`src/rtl/ps2_pkg.sv`:
```
// Shared types, constants and the set-2 scan code to ASCII table for the
// PS/2 keyboard input stage.
package ps2_pkg;

  // Decode FSM states: plain, after F0, after E0, after E0 F0.
  typedef enum logic [1:0] {
    ST_IDLE    = 2'd0,
    ST_BRK     = 2'd1,
    ST_EXT     = 2'd2,
    ST_EXT_BRK = 2'd3
  } decode_state_t;

  // One queued keystroke.
  typedef struct packed {
    logic [7:0] ascii;
    logic [7:0] scan;
  } key_entry_t;

  localparam logic [7:0] PS2_BREAK  = 8'hF0;
  localparam logic [7:0] PS2_EXT    = 8'hE0;
  localparam logic [7:0] ASCII_NONE = 8'h00;

  // Set-2 make code to uppercase ASCII; keys the game ignores map to ASCII_NONE.
  function automatic logic [7:0] scan_to_ascii(input logic [7:0] scan_code);
    logic [7:0] result;
    result = ASCII_NONE;
    case (scan_code)
      8'h1C: result = 8'h41; // A
      8'h32: result = 8'h42; // B
      8'h21: result = 8'h43; // C
      8'h23: result = 8'h44; // D
      8'h24: result = 8'h45; // E
      8'h2B: result = 8'h46; // F
      8'h34: result = 8'h47; // G
      8'h33: result = 8'h48; // H
      8'h43: result = 8'h49; // I
      8'h3B: result = 8'h4A; // J
      8'h42: result = 8'h4B; // K
      8'h4B: result = 8'h4C; // L
      8'h3A: result = 8'h4D; // M
      8'h31: result = 8'h4E; // N
      8'h44: result = 8'h4F; // O
      8'h4D: result = 8'h50; // P
      8'h15: result = 8'h51; // Q
      8'h2D: result = 8'h52; // R
      8'h1B: result = 8'h53; // S
      8'h2C: result = 8'h54; // T
      8'h3C: result = 8'h55; // U
      8'h2A: result = 8'h56; // V
      8'h1D: result = 8'h57; // W
      8'h22: result = 8'h58; // X
      8'h35: result = 8'h59; // Y
      8'h1A: result = 8'h5A; // Z
      8'h45: result = 8'h30; // 0
      8'h16: result = 8'h31; // 1
      8'h1E: result = 8'h32; // 2
      8'h26: result = 8'h33; // 3
      8'h25: result = 8'h34; // 4
      8'h2E: result = 8'h35; // 5
      8'h36: result = 8'h36; // 6
      8'h3D: result = 8'h37; // 7
      8'h3E: result = 8'h38; // 8
      8'h46: result = 8'h39; // 9
      8'h29: result = 8'h20; // space
      8'h5A: result = 8'h0D; // enter
      8'h66: result = 8'h08; // backspace
      default: result = ASCII_NONE;
    endcase
    return result;
  endfunction

endpackage

```
`src/rtl/ps2_frame_rx.sv`:
```
// PS/2 frame receiver: synchronizes the keyboard pins, finds falling edges of
// the PS/2 clock, assembles 11-bit frames and validates start/stop/parity.
// A frame that stalls mid-way is dropped after TIMEOUT_CYCLES idle clocks.
module ps2_frame_rx #(
  parameter int TIMEOUT_CYCLES = 50000
) (
  input  logic       clk,
  input  logic       clrn,
  input  logic       ps2_clk,
  input  logic       ps2_data,
  output logic       code_strobe,
  output logic [7:0] code,
  output logic       frame_err
);

  localparam int         IDLE_W   = $clog2(TIMEOUT_CYCLES + 1);
  localparam logic [3:0] LAST_BIT = 4'd10;

  logic              ps2_clk_meta_reg;
  logic              ps2_clk_sync_reg;
  logic              ps2_clk_prev_reg;
  logic              ps2_data_meta_reg;
  logic              ps2_data_sync_reg;
  logic              ps2_fall;

  logic [9:0]        shift_reg;
  logic [10:0]       frame_full;
  logic [3:0]        bit_cnt_reg;
  logic [IDLE_W-1:0] idle_cnt_reg;
  logic              frame_ok;
  logic              timeout_hit;

  logic              code_strobe_reg;
  logic [7:0]        code_reg;
  logic              frame_err_reg;

  // Two-flop synchronizers plus one history flop on the clock; lines idle high.
  always_ff @(posedge clk or negedge clrn) begin
    if (!clrn) begin
      ps2_clk_meta_reg  <= 1'b1;
      ps2_clk_sync_reg  <= 1'b1;
      ps2_clk_prev_reg  <= 1'b1;
      ps2_data_meta_reg <= 1'b1;
      ps2_data_sync_reg <= 1'b1;
    end else begin
      ps2_clk_meta_reg  <= ps2_clk;
      ps2_clk_sync_reg  <= ps2_clk_meta_reg;
      ps2_clk_prev_reg  <= ps2_clk_sync_reg;
      ps2_data_meta_reg <= ps2_data;
      ps2_data_sync_reg <= ps2_data_meta_reg;
    end
  end

  assign ps2_fall = ps2_clk_prev_reg & ~ps2_clk_sync_reg;

  // The bit arriving now completes the frame: bit k of frame_full is the k-th
  // bit on the wire (start, 8 data LSB first, parity, stop).
  assign frame_full = {ps2_data_sync_reg, shift_reg};

  // Odd parity: data bits plus the parity bit must contain an odd count of ones.
  assign frame_ok = ~frame_full[0] & frame_full[10] & (^frame_full[9:1]);

  assign timeout_hit = (bit_cnt_reg != 4'd0) &&
                       (idle_cnt_reg == IDLE_W'(TIMEOUT_CYCLES));

  // Shift in bits on each falling edge, judge the frame on the 11th bit and
  // abandon a partial frame when the keyboard goes quiet for too long.
  always_ff @(posedge clk or negedge clrn) begin
    if (!clrn) begin
      shift_reg       <= '0;
      bit_cnt_reg     <= '0;
      idle_cnt_reg    <= '0;
      code_strobe_reg <= 1'b0;
      code_reg        <= '0;
      frame_err_reg   <= 1'b0;
    end else begin
      code_strobe_reg <= 1'b0;
      frame_err_reg   <= 1'b0;
      if (ps2_fall) begin
        idle_cnt_reg <= '0;
        shift_reg    <= frame_full[10:1];
        if (bit_cnt_reg == LAST_BIT) begin
          bit_cnt_reg <= '0;
          if (frame_ok) begin
            code_strobe_reg <= 1'b1;
            code_reg        <= frame_full[8:1];
          end else begin
            frame_err_reg <= 1'b1;
          end
        end else begin
          bit_cnt_reg <= bit_cnt_reg + 4'd1;
        end
      end else if (timeout_hit) begin
        bit_cnt_reg   <= '0;
        idle_cnt_reg  <= '0;
        frame_err_reg <= 1'b1;
      end else if (bit_cnt_reg != 4'd0) begin
        idle_cnt_reg <= idle_cnt_reg + IDLE_W'(1);
      end else begin
        idle_cnt_reg <= '0;
      end
    end
  end

  assign code_strobe = code_strobe_reg;
  assign code        = code_reg;
  assign frame_err   = frame_err_reg;

endmodule

```
`src/rtl/ps2_key_decoder.sv`:
```
// Keyboard input stage of the typing game: turns validated PS/2 codes into
// uppercase ASCII keystrokes, filters break sequences, extended keys and
// typematic repeats, and queues results in a show-ahead FIFO.
module ps2_key_decoder
  import ps2_pkg::*;
#(
  parameter int FIFO_DEPTH     = 8,
  parameter int TIMEOUT_CYCLES = 50000
) (
  input  logic       clk,
  input  logic       clrn,
  input  logic       ps2_clk,
  input  logic       ps2_data,
  input  logic       rd_en,
  output logic       valid,
  output logic [7:0] ascii,
  output logic [7:0] scan,
  output logic       frame_err,
  output logic       overflow
);

  localparam int ADDR_W = $clog2(FIFO_DEPTH);
  localparam int PTR_W  = ADDR_W + 1;

  logic          code_strobe;
  logic [7:0]    code;
  logic [7:0]    code_ascii;

  decode_state_t state_reg;
  logic [7:0]    held_reg;
  logic          push_reg;
  key_entry_t    push_entry_reg;

  key_entry_t    mem_reg [FIFO_DEPTH];
  logic [PTR_W-1:0] wr_ptr_reg;
  logic [PTR_W-1:0] rd_ptr_reg;
  logic          fifo_empty;
  logic          fifo_full;
  logic          do_pop;
  logic          do_push;
  logic          overflow_reg;
  key_entry_t    head_entry;

  ps2_frame_rx #(
    .TIMEOUT_CYCLES(TIMEOUT_CYCLES)
  ) u_frame_rx (
    .clk        (clk),
    .clrn       (clrn),
    .ps2_clk    (ps2_clk),
    .ps2_data   (ps2_data),
    .code_strobe(code_strobe),
    .code       (code),
    .frame_err  (frame_err)
  );

  assign code_ascii = scan_to_ascii(code);

  // Decode FSM: tracks E0/F0 prefixes and the currently held key, and stages
  // one FIFO push per new mapped make code.
  always_ff @(posedge clk or negedge clrn) begin
    if (!clrn) begin
      state_reg      <= ST_IDLE;
      held_reg       <= ASCII_NONE;
      push_reg       <= 1'b0;
      push_entry_reg <= '0;
    end else begin
      push_reg <= 1'b0;
      if (code_strobe) begin
        case (state_reg)
          ST_IDLE: begin
            if (code == PS2_EXT) begin
              state_reg <= ST_EXT;
            end else if (code == PS2_BREAK) begin
              state_reg <= ST_BRK;
            end else if (code != held_reg) begin
              // A code equal to held is a typematic repeat and is dropped.
              held_reg <= code;
              if (code_ascii != ASCII_NONE) begin
                push_reg             <= 1'b1;
                push_entry_reg.ascii <= code_ascii;
                push_entry_reg.scan  <= code;
              end
            end
          end
          ST_BRK: begin
            // Releasing the held key re-arms it so the next press is accepted.
            if (code == held_reg) begin
              held_reg <= ASCII_NONE;
            end
            state_reg <= ST_IDLE;
          end
          ST_EXT: begin
            if (code == PS2_BREAK) begin
              state_reg <= ST_EXT_BRK;
            end else begin
              state_reg <= ST_IDLE;
            end
          end
          ST_EXT_BRK: begin
            state_reg <= ST_IDLE;
          end
          default: begin
            state_reg <= ST_IDLE;
          end
        endcase
      end
    end
  end

  // Pointers carry one extra wrap bit so full and empty are distinguishable.
  assign fifo_empty = (wr_ptr_reg == rd_ptr_reg);
  assign fifo_full  = (wr_ptr_reg[ADDR_W] != rd_ptr_reg[ADDR_W]) &&
                      (wr_ptr_reg[ADDR_W-1:0] == rd_ptr_reg[ADDR_W-1:0]);
  assign do_pop     = rd_en && !fifo_empty;
  // A pop in the same cycle frees the slot, so a push into a full queue still lands.
  assign do_push    = push_reg && (!fifo_full || do_pop);

  // FIFO storage, pointers and the sticky overflow flag.
  always_ff @(posedge clk or negedge clrn) begin
    if (!clrn) begin
      for (int i = 0; i < FIFO_DEPTH; i++) begin
        mem_reg[i] <= '0;
      end
      wr_ptr_reg   <= '0;
      rd_ptr_reg   <= '0;
      overflow_reg <= 1'b0;
    end else begin
      if (do_push) begin
        mem_reg[wr_ptr_reg[ADDR_W-1:0]] <= push_entry_reg;
        wr_ptr_reg <= wr_ptr_reg + PTR_W'(1);
      end
      if (do_pop) begin
        rd_ptr_reg <= rd_ptr_reg + PTR_W'(1);
      end
      if (push_reg && fifo_full && !do_pop) begin
        overflow_reg <= 1'b1;
      end
    end
  end

  // Show-ahead head: the oldest entry is visible without a read request.
  assign head_entry = mem_reg[rd_ptr_reg[ADDR_W-1:0]];
  assign valid      = !fifo_empty;
  assign ascii      = head_entry.ascii;
  assign scan       = head_entry.scan;
  assign overflow   = overflow_reg;

endmodule

```
`config.mk`:
```
export PLATFORM = sky130hd
export DESIGN_NAME = ps2_key_decoder
export DESIGN_NICKNAME = d
export VERILOG_FILES = /design/src/rtl/ps2_pkg.sv /design/src/rtl/ps2_frame_rx.sv /design/src/rtl/ps2_key_decoder.sv
export SDC_FILE = /design/constraint.sdc
export NUM_CORES = 1
export LEC_CHECK = 0
export CAP_MARGIN = 10
export CORE_UTILIZATION = 50
export DETAILED_ROUTE_END_ITERATION = 8
export GPL_ROUTABILITY_DRIVEN = 0
export HOLD_SLACK_MARGIN = 0.1
export PLACE_DENSITY = 0.67
export SLEW_MARGIN = 10
export SYNTH_ARGS = -nofsm -noshare
export SYNTH_HDL_FRONTEND = slang
export SYNTH_SLANG_ARGS = --single-unit
```
`constraint.sdc`:
```
create_clock -name clk -period 3.08 [get_ports clk]
set_input_delay 0.308 -clock clk [delete_from_list [all_inputs] [get_ports clk]]
set_output_delay 0.308 -clock clk [all_outputs]
set_load 0.01 [all_outputs]
```
# Word-level counts from Yosys, hierarchy flattened
# Memory sizes are Yosys's and may differ from the RTL's.
# Index checks and enable logic that the tools add are counted.
# W data, S select, Z words.
[totals] ff_bits=209 latch_bits=0 n_memories=1 input_bits=5 elab_cells=126 output_inout_bits=19 romBits=896 ramBits=0
[op_classes] reduce_logical=22 n_mux=35 n_addsub=4 shifts=0 magnitude_cmp=3 n_bitwise=9 n_div=0 n_eq_ne=17 multipliers=0
[memory_table] name="(name not given)" depth=128 word_bits=7 rd=1 rd_ports_with_merged_regs=0 write_ports=0 line="ps2_pkg.sv:27" rtl="case (scan_code)"
[op_table] cell="$bwmux W128" n=1
[op_table] cell="$mux W16" n=6
[op_table] cell="$bmux W16 S3" n=1
[op_table] cell="$demux W16 S3" n=1
[op_table] cell="$mux W8" n=5
[op_table] cell="$add A16 B1 Y16 const B" n=1
[op_table] cell="$eq A16 B16 Y1 const B" n=1
[op_table] cell="$eq A8 B8 Y1 const B" n=2
[op_table] cell="$pmux W8 S2" n=1
[op_table] cell="$mux W1" n=13
[op_table] cell="$add A4 B1 Y4 const B" n=3
[op_table] cell="$mux W4" n=3
[op_table] cell="$reduce_and A6 Y1" n=2
[op_table] cell="$reduce_xor A9 Y1" n=1
[op_table] cell="$eq A8 B8 Y1" n=1
[op_table] cell="$ge A4 B4 Y1 const B" n=2
[op_table] cell="$ne A2 B2 Y1 const B" n=4
[op_table] cell="$ne A8 B8 Y1" n=1
[op_table] cell="$not A3 Y4" n=2
[op_table] cell="$reduce_bool A8 Y1" n=1
[op_table] cell="$logic_and A1 B1 Y1" n=7
[op_table] cell="$mux W2" n=3
[op_table] cell="$pmux W2 S3" n=1
[op_table] cell="$eq A2 B2 Y1 const B" n=2
[op_table] cell="other kinds (17)" n=25

# Longest topological paths before layout
# Gate-level depths: netlist of the first run.
# An unclocked memory read counts as a cell.
[logic_depth] word_depth=9 depth_mapped=11 ltp_nobuf=9

# By module
# Synthesis of the first run repeated with hierarchy kept, for this count alone.
[unflattened] hier_cells=806 area_unflattened_um2=10144.7
[by_module_without_submodules] mod="ps2_key_decoder" area_each_um2=8089.0 cells_each=620 seq_area_each_um2=3878.7 instances=1
[by_module_without_submodules] mod="ps2_frame_rx" area_each_um2=2055.7 cells_each=186 seq_area_each_um2=1132.3 instances=1

# Worst setup path before layout of the first run
# OpenSTA, ideal clock, no wires.
[synth_timing] path_kind="register to register" start="register u_frame_rx.code_reg[1], in the netlist u_frame_rx.code[1]" end="register push_entry_reg[5] in the netlist's numbering" required_time_ns=2.955 path_buffers=2 setup_slack_ns=0.323 synth_period_minus_slack_ns=2.757 t_arrival_ns=2.632 path_stages_with_launch=12 setup_ns=0.125 cell_sequence="dfrtp_1 > buf_2 > inv_1 > ha_1 > nand2_1 > a211o_1 > a41o_1 > o22ai_1 > a2111oi_4 > a41oi_4 > buf_6 > mux2_4"
[synth_via] elab_chain_len=4 word_cells_on_any_way=9 classes_between="eq/ne (3); mux (1); bitwise (2); reduce/logical (2); memory (1)"
[synth_lines] item="start: declaration" line="ps2_frame_rx.sv:34" rtl="logic [7:0] code_reg;"
[synth_lines] item="start signal: assignment" line="ps2_frame_rx.sv:86" rtl="code_reg <= frame_full[8:1];"
[synth_lines] item="$mem_v2 Z128 W7"
[synth_lines] item="$mux W8" line="ps2_pkg.sv:27"
[synth_lines] item="$reduce_bool A8 Y1" line="ps2_key_decoder.sv:78" rtl="if (code_ascii != ASCII_NONE) begin"
[synth_lines] item="$reduce_and A6 Y1 (no line) *"
[synth_lines] item="end: declaration" line="ps2_key_decoder.sv:32" rtl="key_entry_t push_entry_reg;"
# Every way passes the cells marked *; elsewhere a longest branch is shown, timed or not.
# A chain may end at the register's enable or synchronous reset.

# Worst setup path in the final report of the first run
[layout_timing] start="register u_frame_rx.code_reg[1], in the netlist u_frame_rx.code[1]" end="register push_entry_reg[6] in the netlist's numbering"
# The elaborated chain is that of the path after synthesis.

==> results.env, run 1 <==
STATUS='completed'
WORST_SETUP_PATH_START_KIND='flip-flop'
FIN_NETS=852
SLEW_AT_THE_PIN_WITH_THE_WORST_MAX_SLEW_SLACK_PS=664
SYNTHESIS.AREA_UM2=9790
WORST_SETUP_PATH_STARTPOINT='u_frame_rx.code[1]'
SETUP_TNS_AFTER_FINAL_LAYOUT_PS=0
COREAREA_UM2=19000
DETAILEDPLACEMENTHPWL_UM=14000
GRT_OVERFLOW_TOTAL=0
MOST-COMMON-LAYOUT-CELLS='sky130_fd_sc_hd__dfrtp_1 (194), sky130_fd_sc_hd__mux2_2 (128), sky130_fd_sc_hd__nand2_1 (100)'
CTS.PATH.MAX_BUFFERS=2
CLOCK_TREE.HTREE_LEVEL_COUNT=4
TIMING.FINAL.CRIT_PERIOD_PS=2870
FINAL_SETUP_SLACK_OF_THE_WORST_PATH_PS=210
FLOORPLAN.ROWS=50
POWER.STATIC_LEAKAGE_nW=5.04
HOLD_VIOL_FINAL=0
WORSTHOLDENDPOINT='u_frame_rx.ps2_data_meta_reg'
CLK_LATENCY_PS=440
R2R-START='u_frame_rx.code[1]'
GRT_PASS1_VIAS=6595
CTS_HOLD_REPAIR.BUFFERS=1
FINAL.PERIOD_UTILIZATION_PCT=93.2
RR_ENDPOINT='push_entry_reg[6]'
PORT-BUFFER-COUNT=22
CRITICAL_PATH.MAX_FANOUT=10
CRIT_REQUIRED_PS=3400
TIMING_MAX_TRANSITION_VIOLATIONS_FINAL=0
LAYOUT.CELLS.MOST_COMMON='sky130_fd_sc_hd__dfrtp_1'
CLOCK_SINK_COUNT=200
WL_UM=20600
DIE_W_UM=142
YS_FF_LATCH=200
ANTENNA_DIODES=0
GRT_USE_TOTAL_PCT=22.2
GRT_MAX_DEGREE=72
PLACEMENT.SETUP.WORST_SLACK_PS=266
SYNTH-EDFF-COUNT=0
DRT_FIRST_ITER_VIOLATIONS=655
CLOCK-ROOT-BUFFER='sky130_fd_sc_hd__clkbuf_16'
GRT_PASS1_WL_UM=34300
DRIVE_GT1_SHARE_PCT=29.6
R2R_SETUP_SLACK_PS=210
POST_DRT_WL_PER_CELL_UM=18.6
TOTAL_POWER_mW=5.33
CP-END-KIND='flip-flop'
SETUP.WORST_PATH.CLASS='flip-flop to flip-flop'
FP.DIEAREA_UM2=20100
CTS_BUFFERS=17
CLOCK-SKEW-FINAL_PS=8.46
ANT_NETS=0
TIMING.MAX_CAP.VIOLATIONS=0
YOSYSUNIQUECELLTYPES=64
TIMING.SLEW.HEADROOM_PCT=55.7
SYNTHESIS.AREA_PER_INSTANCE_UM2=12.2
DETAILEDROUTE.FIRSTPASSITERATIONCOUNT=6
SYNTH_SEQUENTIAL_AREA_RATIO_PCT=51.2
HOLD-PATH-CELL-COUNT=1
CTS.CLK_SLEW.WORST_PATHS_PS=70
SYNTH_TO_LAYOUT_AREA_GROWTH_PCT=11.7
CTS_POST_SETUP_BUFFERS_INSERTED=0
WORST_HOLD_PATH_CLASS='input pin to flip-flop'
LARGEST_REG_FLOPS=120
TOP_LEVEL_PORTS=24
INITIAL_ANTENNA_VIOLATION_COUNT=0
RSZ_0062_RAISED_AFTER_GLOBAL_ROUTING='false'
DPL.CELL_COUNT=1073
ASYNC_SET_RESET_FLOP_SHARE_OUT_OF_SYNTHESIS_PCT=100
FINAL_REPORT_SETUP_VIOLATION_COUNT=0
FMAXACHIEVABLE_MHz=348
VIAS=6367
R2R.WORST_PATH.CELLS=10
POST_CTS_RESIZED=0
DETAIL_ROUTE.VIAS_PER_CELL=5.76
DIE_HEIGHT_UM=142
FLOORPLAN.INITIALDENSITY_PCT=51.7
FINAL-INSTANCE-COUNT-EXCL-FILL=1106
P_PER_AREA_nW_PER_UM2=487
CTS_TREE='done'
CP_DATA_ARRIVAL_TIME_PS=3190
VDD_IR_DROP_MAX_mV=0.424
SYNTHESIS.NETS=821
SYNTHFLOPTYPE='sky130_fd_sc_hd__dfrtp_1'
YOSYS_WARNINGS=0
SYNTH_CELLS=802
DRCVIOLATIONCOUNT=0
HOLD_PATH.STARTPOINT='ps2_data'
[synth_stat cells, types with 2 or more instances]
cell	number	area (um2)
sky130_fd_sc_hd__a211oi_1	2	15.0
sky130_fd_sc_hd__a21oi_1	14	70.1
sky130_fd_sc_hd__a22o_1	2	17.5
sky130_fd_sc_hd__a31oi_1	7	43.8
sky130_fd_sc_hd__a41o_1	2	20.0
sky130_fd_sc_hd__and2_1	2	12.5
sky130_fd_sc_hd__and3_1	6	37.5
sky130_fd_sc_hd__buf_1	4	15.0
sky130_fd_sc_hd__buf_2	20	100
sky130_fd_sc_hd__buf_4	5	37.5
sky130_fd_sc_hd__buf_6	5	56.3
sky130_fd_sc_hd__clkbuf_1	14	52.6
sky130_fd_sc_hd__dfrtp_1	195	4880
sky130_fd_sc_hd__dfstp_2	5	131
sky130_fd_sc_hd__ha_1	14	175
sky130_fd_sc_hd__inv_1	18	67.6
sky130_fd_sc_hd__mux2_2	128	1440
sky130_fd_sc_hd__mux2_4	2	30.0
sky130_fd_sc_hd__mux2i_1	6	60.1
sky130_fd_sc_hd__mux4_2	30	676
sky130_fd_sc_hd__nand2_1	100	375
sky130_fd_sc_hd__nand2b_1	13	81.3
sky130_fd_sc_hd__nand3_1	14	70.1
sky130_fd_sc_hd__nand3b_1	3	22.5
sky130_fd_sc_hd__nand4_1	8	50.1
sky130_fd_sc_hd__nand4b_1	3	26.3
sky130_fd_sc_hd__nor2_1	26	97.6
sky130_fd_sc_hd__nor2b_1	7	43.8
sky130_fd_sc_hd__nor3_1	7	35.0
sky130_fd_sc_hd__nor3b_2	2	25.0
sky130_fd_sc_hd__nor4_1	3	18.8
sky130_fd_sc_hd__nor4b_1	2	17.5
sky130_fd_sc_hd__o2111ai_1	2	17.5
sky130_fd_sc_hd__o211ai_1	4	30.0
sky130_fd_sc_hd__o21ai_0	47	235
sky130_fd_sc_hd__o22ai_1	4	25.0
sky130_fd_sc_hd__o31ai_1	9	67.6
sky130_fd_sc_hd__or2_2	2	12.5
sky130_fd_sc_hd__or3_1	3	18.8
sky130_fd_sc_hd__xnor2_1	17	149
sky130_fd_sc_hd__xor2_1	22	193
[worst max-delay path, cell delays in order (launching register included)]
cell and delay (ps):
sky130_fd_sc_hd__dfrtp_1 420, sky130_fd_sc_hd__inv_1 120, sky130_fd_sc_hd__ha_1 360, sky130_fd_sc_hd__a21oi_1 320, sky130_fd_sc_hd__a31oi_1 110, sky130_fd_sc_hd__nand2_1 120, sky130_fd_sc_hd__o211ai_1 170, sky130_fd_sc_hd__a2111oi_4 460
sky130_fd_sc_hd__a41oi_4 170, sky130_fd_sc_hd__buf_4 210, sky130_fd_sc_hd__mux2_4 300
[where the power goes]
group          switching, mW  internal (mW)
combinational          0.262          0.177
sequential            0.0906           2.70
clock                   1.04           1.06
[cell families after synthesis]
group                      count (synthesis)  share of synthesized area (%)
muxes                                    166                           22.5
DFF                                      200                           51.2
xor gates and xnor gates                  39                           3.49
buffers and inverters                     68                           3.45
and+or+nand+nor                          207                           10.2
AOI/OAI and AO/OA                        107                           7.35
adders and majority gates                 14                           1.79
other                                      1                         0.0383
[per-layer routing]
| metal | vias to the layer above | global-route usage (%) | wire length [um] |
|---|---|---|---|
| li1 | 2908 | - | - |
| met1 | 3240 | 27.9 | 8940 |
| met2 | 176 | 38.6 | 10500 |
| met3 | 43 | 3.77 | 795 |
| met4 | 0 | 8.32 | 410 |
| met5 | - | 0 | 0 |
[how the worst max path moves through the flow]
stage | slack, ps | end
2_1_floorplan | 320 | push_entry_reg[5]
4_1_cts | 190 | scan[5]
6_report | 210 | push_entry_reg[6]
5_1_grt | 100 | push_entry_reg[3]
3_3_place_gp | 380 | push_entry_reg[6]
3_5_place_dp | 270 | push_entry_reg[6]
[through the flow]
stage / area [um2] / util (%) / hold slack [ps]
3_5_place_dp: 10400 / 54.7 / 352
6_report: 10900 / 57.7 / 277
2_1_floorplan: 9790 / - / 12.4
4_1_cts: 10900 / 57.7 / 262
5_1_grt: 10900 / 57.7 / 269
3_3_place_gp: 10400 / 54.7 / 346
[final cells by class]
class                      instances  area, um2
clock buffer                      19        433
multi-input combinational        534       4440
fill                            1547       8020
clock inverter                    13        116
timing repair buffer              61        532
tap                              260        325
inverter                          19       71.3
sequential                       200       5010
No activity file was read; power rests on OpenSTA's default activity.
==> inputs of run 2 (changes only) <==
Settings changed: CELL_PAD_IN_SITES_DETAIL_PLACEMENT from default to 0, CELL_PAD_IN_SITES_GLOBAL_PLACEMENT from default to 2, CORE_UTILIZATION 50 to 44, PLACE_DENSITY 0.67 to default, PLACE_DENSITY_LB_ADDON from default to 0.1.
==> run 2 against run 1 <==
Count of clock-buffer cells in the layout increased by 1. Setup slack worse by 47 ps. Via count fell by 1.8%. Largest cell class unchanged. Largest power group unchanged. Highest routed layer unchanged.
==> results.env, run 2 (synthesized netlist as in run 1, its figures left out) <==
STATUS='completed'
LARGEST_REG_FLOPS=120  # unchanged
WORST_SETUP_PATH_STARTPOINT='rd_ptr_reg[0]'
DRT_FIRST_ITER_VIOLATIONS=293  # -55%
R2R_SETUP_SLACK_PS=250  # +40 ps
CLOCK_TREE.HTREE_LEVEL_COUNT=4  # unchanged
CLK_LATENCY_PS=440  # about the same
FP.DIEAREA_UM2=22900  # +13%
RR_ENDPOINT='push_entry_reg[1]'
CRIT_BUF_INV=2  # unchanged
FIN_NETS=849  # -0.35%
CRITICAL_PATH.MAX_FANOUT=16  # +6
GRT_PASS1_WL_UM=34800  # +1.4%
DPL.CELL_COUNT=1090  # +1.6%
DIE_HEIGHT_UM=151  # +6.5%
DETAIL_ROUTE.VIAS_PER_CELL=5.57  # -3.3%
SLEW_AT_THE_PIN_WITH_THE_WORST_MAX_SLEW_SLACK_PS=619  # -45.4 ps
RSZ_0062_RAISED_AFTER_GLOBAL_ROUTING='false'
FINAL-INSTANCE-COUNT-EXCL-FILL=1123  # +1.5%
CP-END-KIND='primary output'
CP_CELL_SEQUENCE='buf_4, mux4_2, mux2_2, clkdlybuf4s50_1'
TIMING.SLEW.HEADROOM_PCT=58.7  # +3.0 points
SETUP.WORST_PATH.CLASS='flip-flop to primary output'
R2R-START='u_frame_rx.code[1]'
PORT-BUFFER-COUNT=22  # unchanged
DRIVE_GT1_SHARE_PCT=29.5  # about the same
CLOCK-ROOT-BUFFER='sky130_fd_sc_hd__clkbuf_16'
MOST-COMMON-LAYOUT-CELLS='sky130_fd_sc_hd__dfrtp_1 (194), sky130_fd_sc_hd__mux2_2 (128), sky130_fd_sc_hd__nand2_1 (100)'
CTS.PATH.MAX_BUFFERS=2  # unchanged
GRT_MAX_DEGREE=76  # +5.6%
R2R.WORST_PATH.CELLS=8  # -2
CTS_BUFFERS=17  # unchanged
CTS.CLK_SLEW.WORST_PATHS_PS=80  # about the same
LAYOUT.CELLS.MOST_COMMON='sky130_fd_sc_hd__dfrtp_1'
FLOORPLAN.INITIALDENSITY_PCT=44.9  # -6.8 points
FINAL_UTIL_PCT=50.6  # -7.1 points
TIMING.MAX_CAP.VIOLATIONS=0  # unchanged
GRT_PASS1_VIAS=6389  # -3.1%
TOTAL_POWER_mW=5.59  # +4.9%
POST_DRT_WL_PER_CELL_UM=19.1  # +2.6%
ANT_NETS=0  # unchanged
FINAL.PERIOD_UTILIZATION_PCT=94.7  # +1.5 points
BIGGEST_CELL_DELAY_ALONG_THE_CRITICAL_PATH_PS=640  # +180 ps
CRIT_PATH_TOP_DELAY_CELL='sky130_fd_sc_hd__dfrtp_4'
TIMING_MAX_TRANSITION_VIOLATIONS_FINAL=0  # unchanged
TIMING.FINAL.CRIT_PERIOD_PS=2920  # +47.1 ps
SYNTH_TO_LAYOUT_AREA_GROWTH_PCT=12.8
GRT_USE_TOTAL_PCT=20.1  # -2.1 points
INITIAL_ANTENNA_VIOLATION_COUNT=0  # unchanged
SETUP_TNS_AFTER_FINAL_LAYOUT_PS=0  # unchanged
DIE_W_UM=151  # +6.5%
DRCVIOLATIONCOUNT=0  # unchanged
CLOCK_SINK_COUNT=200  # unchanged
WORST_SETUP_PATH_END='ascii[3]'
P_PER_AREA_nW_PER_UM2=506  # +3.9%
FMAXACHIEVABLE_MHz=343  # -1.6%
COREAREA_UM2=21800  # +15%
LAYOUT.FILLER_CELLS=1916  # +24%
WL_UM=21500  # +4.1%
WORST_SETUP_PATH_START_KIND='flip-flop'
HOLD_VIOL_FINAL=0  # unchanged
FIN_HOLD_WS_PS=274  # -3.33 ps
TOP_LEVEL_PORTS=24  # unchanged
CP_DATA_ARRIVAL_TIME_PS=2610  # -580 ps
TIMING.CRITICAL_PATH.DEPTH=4  # -6
VIAS=6253  # -1.8%
DETAILEDPLACEMENTHPWL_UM=14400  # +2.8%
GRT_OVERFLOW_TOTAL=0  # unchanged
CRIT_REQUIRED_PS=2770  # -630 ps
CTS_TREE='done'
ANTENNA_DIODES=0  # unchanged
FLOORPLAN.ROWS=54  # +8.0%
FINAL_REPORT_SETUP_VIOLATION_COUNT=0  # unchanged
WORST_HOLD_PATH_CLASS='input pin to flip-flop'
CRITPATHTOPFAMILY='multiplexers'
POWER.STATIC_LEAKAGE_nW=5.09  # +0.94%
DETAILEDROUTE.FIRSTPASSITERATIONCOUNT=4  # -2
VDD_IR_DROP_MAX_mV=0.327  # -23%
CLOCK-SKEW-FINAL_PS=14.9  # +6.45 ps
run 2: cell types whose count changed in the layout (fill, tap and decap cells not counted), moves of 2 or more:
cell,previous run,this run
sky130_fd_sc_hd__buf_12,1,4
sky130_fd_sc_hd__buf_4,37,31
sky130_fd_sc_hd__bufinv_16,0,2
sky130_fd_sc_hd__clkbuf_1,2,0
sky130_fd_sc_hd__clkbuf_8,1,4
sky130_fd_sc_hd__clkinv_4,4,0
sky130_fd_sc_hd__clkinvlp_4,4,0
sky130_fd_sc_hd__inv_6,2,7
sky130_fd_sc_hd__inv_8,3,1
run 2: how the worst min path moves through the flow:
stage,startpoint,endpoint,slack (ps),cells after the start
final,ps2_clk,u_frame_rx.ps2_clk_meta_reg,270,1
after global routing,ps2_clk,u_frame_rx.ps2_clk_meta_reg,250,1
after CTS,ps2_clk,u_frame_rx.ps2_clk_meta_reg,250,1
after detailed placement,u_frame_rx.ps2_clk_meta_reg,u_frame_rx.ps2_clk_sync_reg,350,0
after global placement,u_frame_rx.ps2_data_meta_reg,u_frame_rx.ps2_data_sync_reg,350,0
after floorplan,clrn,held_reg[0],10,0
run 2: area by class of cell:
cell class                 count  area [um2]  area share, %
sequential                   200        5010           45.4
multi-input combinational    534        4440           40.2
timing repair buffer          58         547           4.95
clock buffer                  20         467           4.22
tap                          280         350           3.17
clock inverter                12         154           1.39
inverter                      19        71.3          0.646
run 2: repair_timing:
item | in CTS | in global routing
hold buffers | 1 | 0
endpoints found under the setup margin | 3 | 0
hold endpoints to repair | 65 | 0
resized for setup | 1 | 0
buffers inserted | 0 | 0
run 2: power breakdown:
part           switching (mW)  internal (mW)
Sequential             0.0911           2.70
Clock                    1.06           1.29
Combinational           0.266          0.183
run 2: through the flow:
stage	setup slack, ps	instance area, um2
detailed placement	268	10400
global placement	319	10400
finish	163	11000
CTS	114	11000
floorplan	323	9790
global route	45.3	11000
run 2: layer usage:
layer	up-vias	GRT usage [%]	wire length [um]
met5	-	0	0
met2	90	33.4	10500
met1	3226	26.9	10100
met3	28	3.40	493
li1	2909	-	-
met4	0	6.35	338
==> inputs of run 3 (changes only) <==
Settings changed: ABC_AREA from default to 1, CORE_UTILIZATION 44 to 38.
==> run 3 against run 2 <==
Via count grew 25%. Clock power shrank 4%. Worst hold slack lost 4.8 ps. Critical path type unchanged. Largest cell class unchanged. Largest power group unchanged.
==> results.env, run 3 <==
DETAIL_ROUTE.VIAS_PER_CELL=5.07  # -9.0%
SETUP_TNS_AFTER_FINAL_LAYOUT_PS=0  # unchanged
CLOCK-SKEW-FINAL_PS=16.3  # +1.37 ps
CRITICAL_PATH.MAX_FANOUT=15  # -1
DIE_W_UM=162  # +7.2%
CRIT_REQUIRED_PS=2770  # about the same
FMAXACHIEVABLE_MHz=349  # +1.7%
CLOCK_TREE.HTREE_LEVEL_COUNT=4  # unchanged
INITIAL_ANTENNA_VIOLATION_COUNT=0  # unchanged
WORST_HOLD_PATH_CLASS='input pin to flip-flop'
SYNTHFLOPTYPE='sky130_fd_sc_hd__dfrtp_1'
FLOORPLAN.INITIALDENSITY_PCT=38.7  # -6.2 points
COREAREA_UM2=25200  # +15%
FIN_NETS=1223  # +44%
SYNTH_SIMPLE_GATE_AREA_SHARE_PCT=22.6  # +12 points
CP_DATA_ARRIVAL_TIME_PS=2560  # -50 ps
CRITICAL_PATH.MOST_COMMON_CELL='sky130_fd_sc_hd__buf_4'
R2R-START='rd_ptr_reg[1]'
CTS_TREE='done'
SYNTH_TO_LAYOUT_AREA_GROWTH_PCT=11.5
CTS_BUFFERS=17  # unchanged
SYNTHESIS.AREA_PER_INSTANCE_UM2=8.11  # -34%
BIGGEST_CELL_DELAY_ALONG_THE_CRITICAL_PATH_PS=560  # -80 ps
CLOCK-ROOT-BUFFER='sky130_fd_sc_hd__clkbuf_16'
R2R_SETUP_SLACK_PS=630  # +380 ps
ANT_NETS=0  # unchanged
TIMING_MAX_TRANSITION_VIOLATIONS_FINAL=0  # unchanged
R2R.WORST_PATH.CELLS=11  # +3
ASYNC_SET_RESET_FLOP_SHARE_OUT_OF_SYNTHESIS_PCT=100  # unchanged
FINAL_REPORT_SETUP_VIOLATION_COUNT=0  # unchanged
SYNTH_TOP_CELL_BY_AREA='sky130_fd_sc_hd__dfrtp_1'
CLOCK_SINK_COUNT=200  # unchanged
LARGEST_REG_FLOPS=120  # unchanged
HOLD_PATH.STARTPOINT='ps2_data'
VIAS=7839  # +25%
SLEW_AT_THE_PIN_WITH_THE_WORST_MAX_SLEW_SLACK_PS=645  # +25.9 ps
WORST_SETUP_PATH_STARTPOINT='rd_ptr_reg[1]'
DRCVIOLATIONCOUNT=0  # unchanged
WORST_SETUP_PATH_START_KIND='flip-flop'
CP-END-KIND='primary output'
WORST_SETUP_PATH_END='scan[3]'
GRT_OVERFLOW_TOTAL=0  # unchanged
CTS.CLK_SLEW.WORST_PATHS_PS=80  # about the same
HOLD_VIOL_FINAL=0  # unchanged
NETLIST_TOP_CELLS_COUNT='sky130_fd_sc_hd__nand2_1 (298), sky130_fd_sc_hd__o21ai_0 (209), sky130_fd_sc_hd__dfrtp_1 (195), sky130_fd_sc_hd__nor2_1 (148), sky130_fd_sc_hd__inv_1 (72)'
GRT_MAX_DEGREE=74  # -2.6%
LAYOUT.CELLS.MOST_COMMON='sky130_fd_sc_hd__nand2_1'
YS_FF_LATCH=200  # unchanged
YOSYSTOPAREACELLSHARE_PCT=50.1  # +0.29 points
GRT_USE_TOTAL_PCT=20.7  # +0.57 points
STATUS='completed'
SYNTH_CELLS=1201  # +50%
SYNTH_COMPOUND_GATE_AREA_SHARE_PCT=14.8  # +7.4 points
CP_CELL_SEQUENCE='clkinvlp_4, buf_4, buf_4, nor2_1, o21ai_0, a31oi_1, clkdlybuf4s50_1'
YOSYS.AREA_SHARE.ADDER_PCT=1.80  # +0.011 points
SYNTHESIS.AREA_UM2=9730  # -0.59%
POWER.STATIC_LEAKAGE_nW=4.94  # -2.9%
TIMING.FINAL.CRIT_PERIOD_PS=2870  # -48.3 ps
SETUP.WORST_PATH.CLASS='flip-flop to primary output'
DIE_HEIGHT_UM=162  # +7.2%
MUX_CELL_AREA_SHARE_AFTER_SYNTHESIS_PCT=0  # -23 points
P_PER_AREA_nW_PER_UM2=692  # +37%
DRT_FIRST_ITER_VIOLATIONS=484  # +65%
DRIVE_GT1_SHARE_PCT=6.49  # -23 points
DETAILEDROUTE.FIRSTPASSITERATIONCOUNT=5  # +1
CTS_POST_SETUP_BUFFERS_INSERTED=0  # unchanged
SYNTH-EDFF-COUNT=0  # unchanged
CLK_LATENCY_PS=440  # about the same
RSZ_0062_RAISED_AFTER_GLOBAL_ROUTING='false'
MOST-COMMON-LAYOUT-CELLS='sky130_fd_sc_hd__nand2_1 (298), sky130_fd_sc_hd__o21ai_0 (209), sky130_fd_sc_hd__dfrtp_1 (194)'
RR_ENDPOINT='mem_reg[5]'
GRT_PASS1_VIAS=7634  # +19%
YOSYSUNIQUECELLTYPES=37  # -42%
VDD_IR_DROP_MAX_mV=0.875  # +170%
SYNTH_SEQUENTIAL_AREA_RATIO_PCT=51.5  # +0.30 points
GRT_PASS1_WL_UM=42000  # +21%
NETLIST_TOP_CELLS_AREA='sky130_fd_sc_hd__dfrtp_1 (50%), sky130_fd_sc_hd__nand2_1 (11%), sky130_fd_sc_hd__o21ai_0 (11%)'
CRIT_PATH_TOP_DELAY_CELL='sky130_fd_sc_hd__clkdlybuf4s50_1'
WL_UM=25500  # +19%
TIMING.SLEW.HEADROOM_PCT=57.0  # -1.7 points
SYNTH.MOST_COMMON_CELL='sky130_fd_sc_hd__nand2_1'
TOP_LEVEL_PORTS=24  # unchanged
ANTENNA_DIODES=0  # unchanged
FINAL.PERIOD_UTILIZATION_PCT=93.1  # -1.6 points
DETAILEDPLACEMENTHPWL_UM=16100  # +12%
PLACED_AREA_UM2=10300  # -1.6%
POST_DRT_WL_PER_CELL_UM=16.5  # -14%
YOSYS_WARNINGS=0  # unchanged
DESIGN_AREA_UM2=10900  # -1.7%
FLOORPLAN.ROWS=58  # +7.4%
SYNTH_XOR_XNOR_AREA_SHARE_PCT=2.61  # -0.88 points
SYNTH_TOP_FAMILY_BY_AREA='simple AND/OR/NAND/NOR gates'
TIMING.MAX_CAP.VIOLATIONS=0  # unchanged
FP.DIEAREA_UM2=26300  # +15%
SYNTHESIS.NETS=1220  # +49%
PORT-BUFFER-COUNT=22  # unchanged
CTS.PATH.MAX_BUFFERS=2  # unchanged
-- run 3: changes by cell type in the layout (fill, tap and decap cells not counted), moves of 13 or more --
cell and delta:
sky130_fd_sc_hd__nand2_1 +198, sky130_fd_sc_hd__o21ai_0 +162, sky130_fd_sc_hd__mux2_2 -128, sky130_fd_sc_hd__nor2_1 +122, sky130_fd_sc_hd__inv_1 +53, sky130_fd_sc_hd__nand3_1 +47, sky130_fd_sc_hd__mux4_2 -30, sky130_fd_sc_hd__nand2b_1 -13
-- run 3: layout make-up --
class                           instances  area [um2]
Clock buffer                           18         439
Clock inverter                         14         150
Sequential cell                       200        5010
Timing Repair Buffer                   49         483
Tap cell                              330         413
Fill cell                            2618       14300
Inverter                               77         293
Multi-Input combinational cell        859        4070
-- run 3: worst min-delay path by stage --
stage,end,cells after the start
5_1_grt,u_frame_rx.ps2_data_meta_reg,1
6_report,u_frame_rx.ps2_data_meta_reg,1
4_1_cts,u_frame_rx.ps2_data_meta_reg,1
2_1_floorplan,held_reg[0],0
3_5_place_dp,u_frame_rx.ps2_clk_sync_reg,0
3_3_place_gp,u_frame_rx.ps2_clk_sync_reg,0
-- run 3: metrics by stage --
stage	power, mW	utilization [%]	worst slack [ps]	std cells	hold slack [ps]
global placement	5.37	40.7	576	1514	349
finish	7.52	43.1	211	1547	269
detailed placement	5.35	40.7	589	1514	348
floorplan	4.33	-	932	1201	12.4
global route	8.00	43.1	71.2	1547	263
CTS	7.64	43.1	102	1547	251
-- run 3: worst max-delay path: cells and delay by family, from the launching register on --
kind                   cells  cell delay, ps
AO/OA/AOI/OAI              2             270
buffers and inverters      4            1330
flip-flops                 1             410
AND/OR/NAND/NOR            1             110
-- run 3: what timing repair did --
action,CTS,global route
endpoints found under the hold margin,71,0
endpoints found under the setup margin,0,5
hold buffers,1,0
resized for setup,0,2
-- run 3: cell families after synthesis --
family                   Yosys count
AO/OA/AOI/OAI                    275
other                              1
XOR/XNOR                          29
buffers and inverters            142
flip-flops                       200
AND/OR/NAND/NOR                  540
adder cells (fa/ha/maj)           14
-- run 3: routing by layer --
layer / GRT usage (%) / part of all wire (%) / wire [um] / vias to the layer above
li1: - / - / - / 3949
met1: 28.1 / 48 / 12200 / 3740
met2: 34.3 / 48 / 12100 / 132
met3: 2.96 / 3.0 / 758 / 18
met4: 6.26 / 1.4 / 364 / 0
met5: 0 / 0 / 0 / -
-- run 3: where the power goes --
group | switching (mW) | internal (mW) | leakage, nW | total [mW]
combinational | 1.47 | 0.971 | 1.92 | 2.44
sequential | 0.103 | 2.73 | 2.74 | 2.83
clock | 1.14 | 1.11 | 0.287 | 2.25
total | 2.71 | 4.81 | 4.94 | 7.52
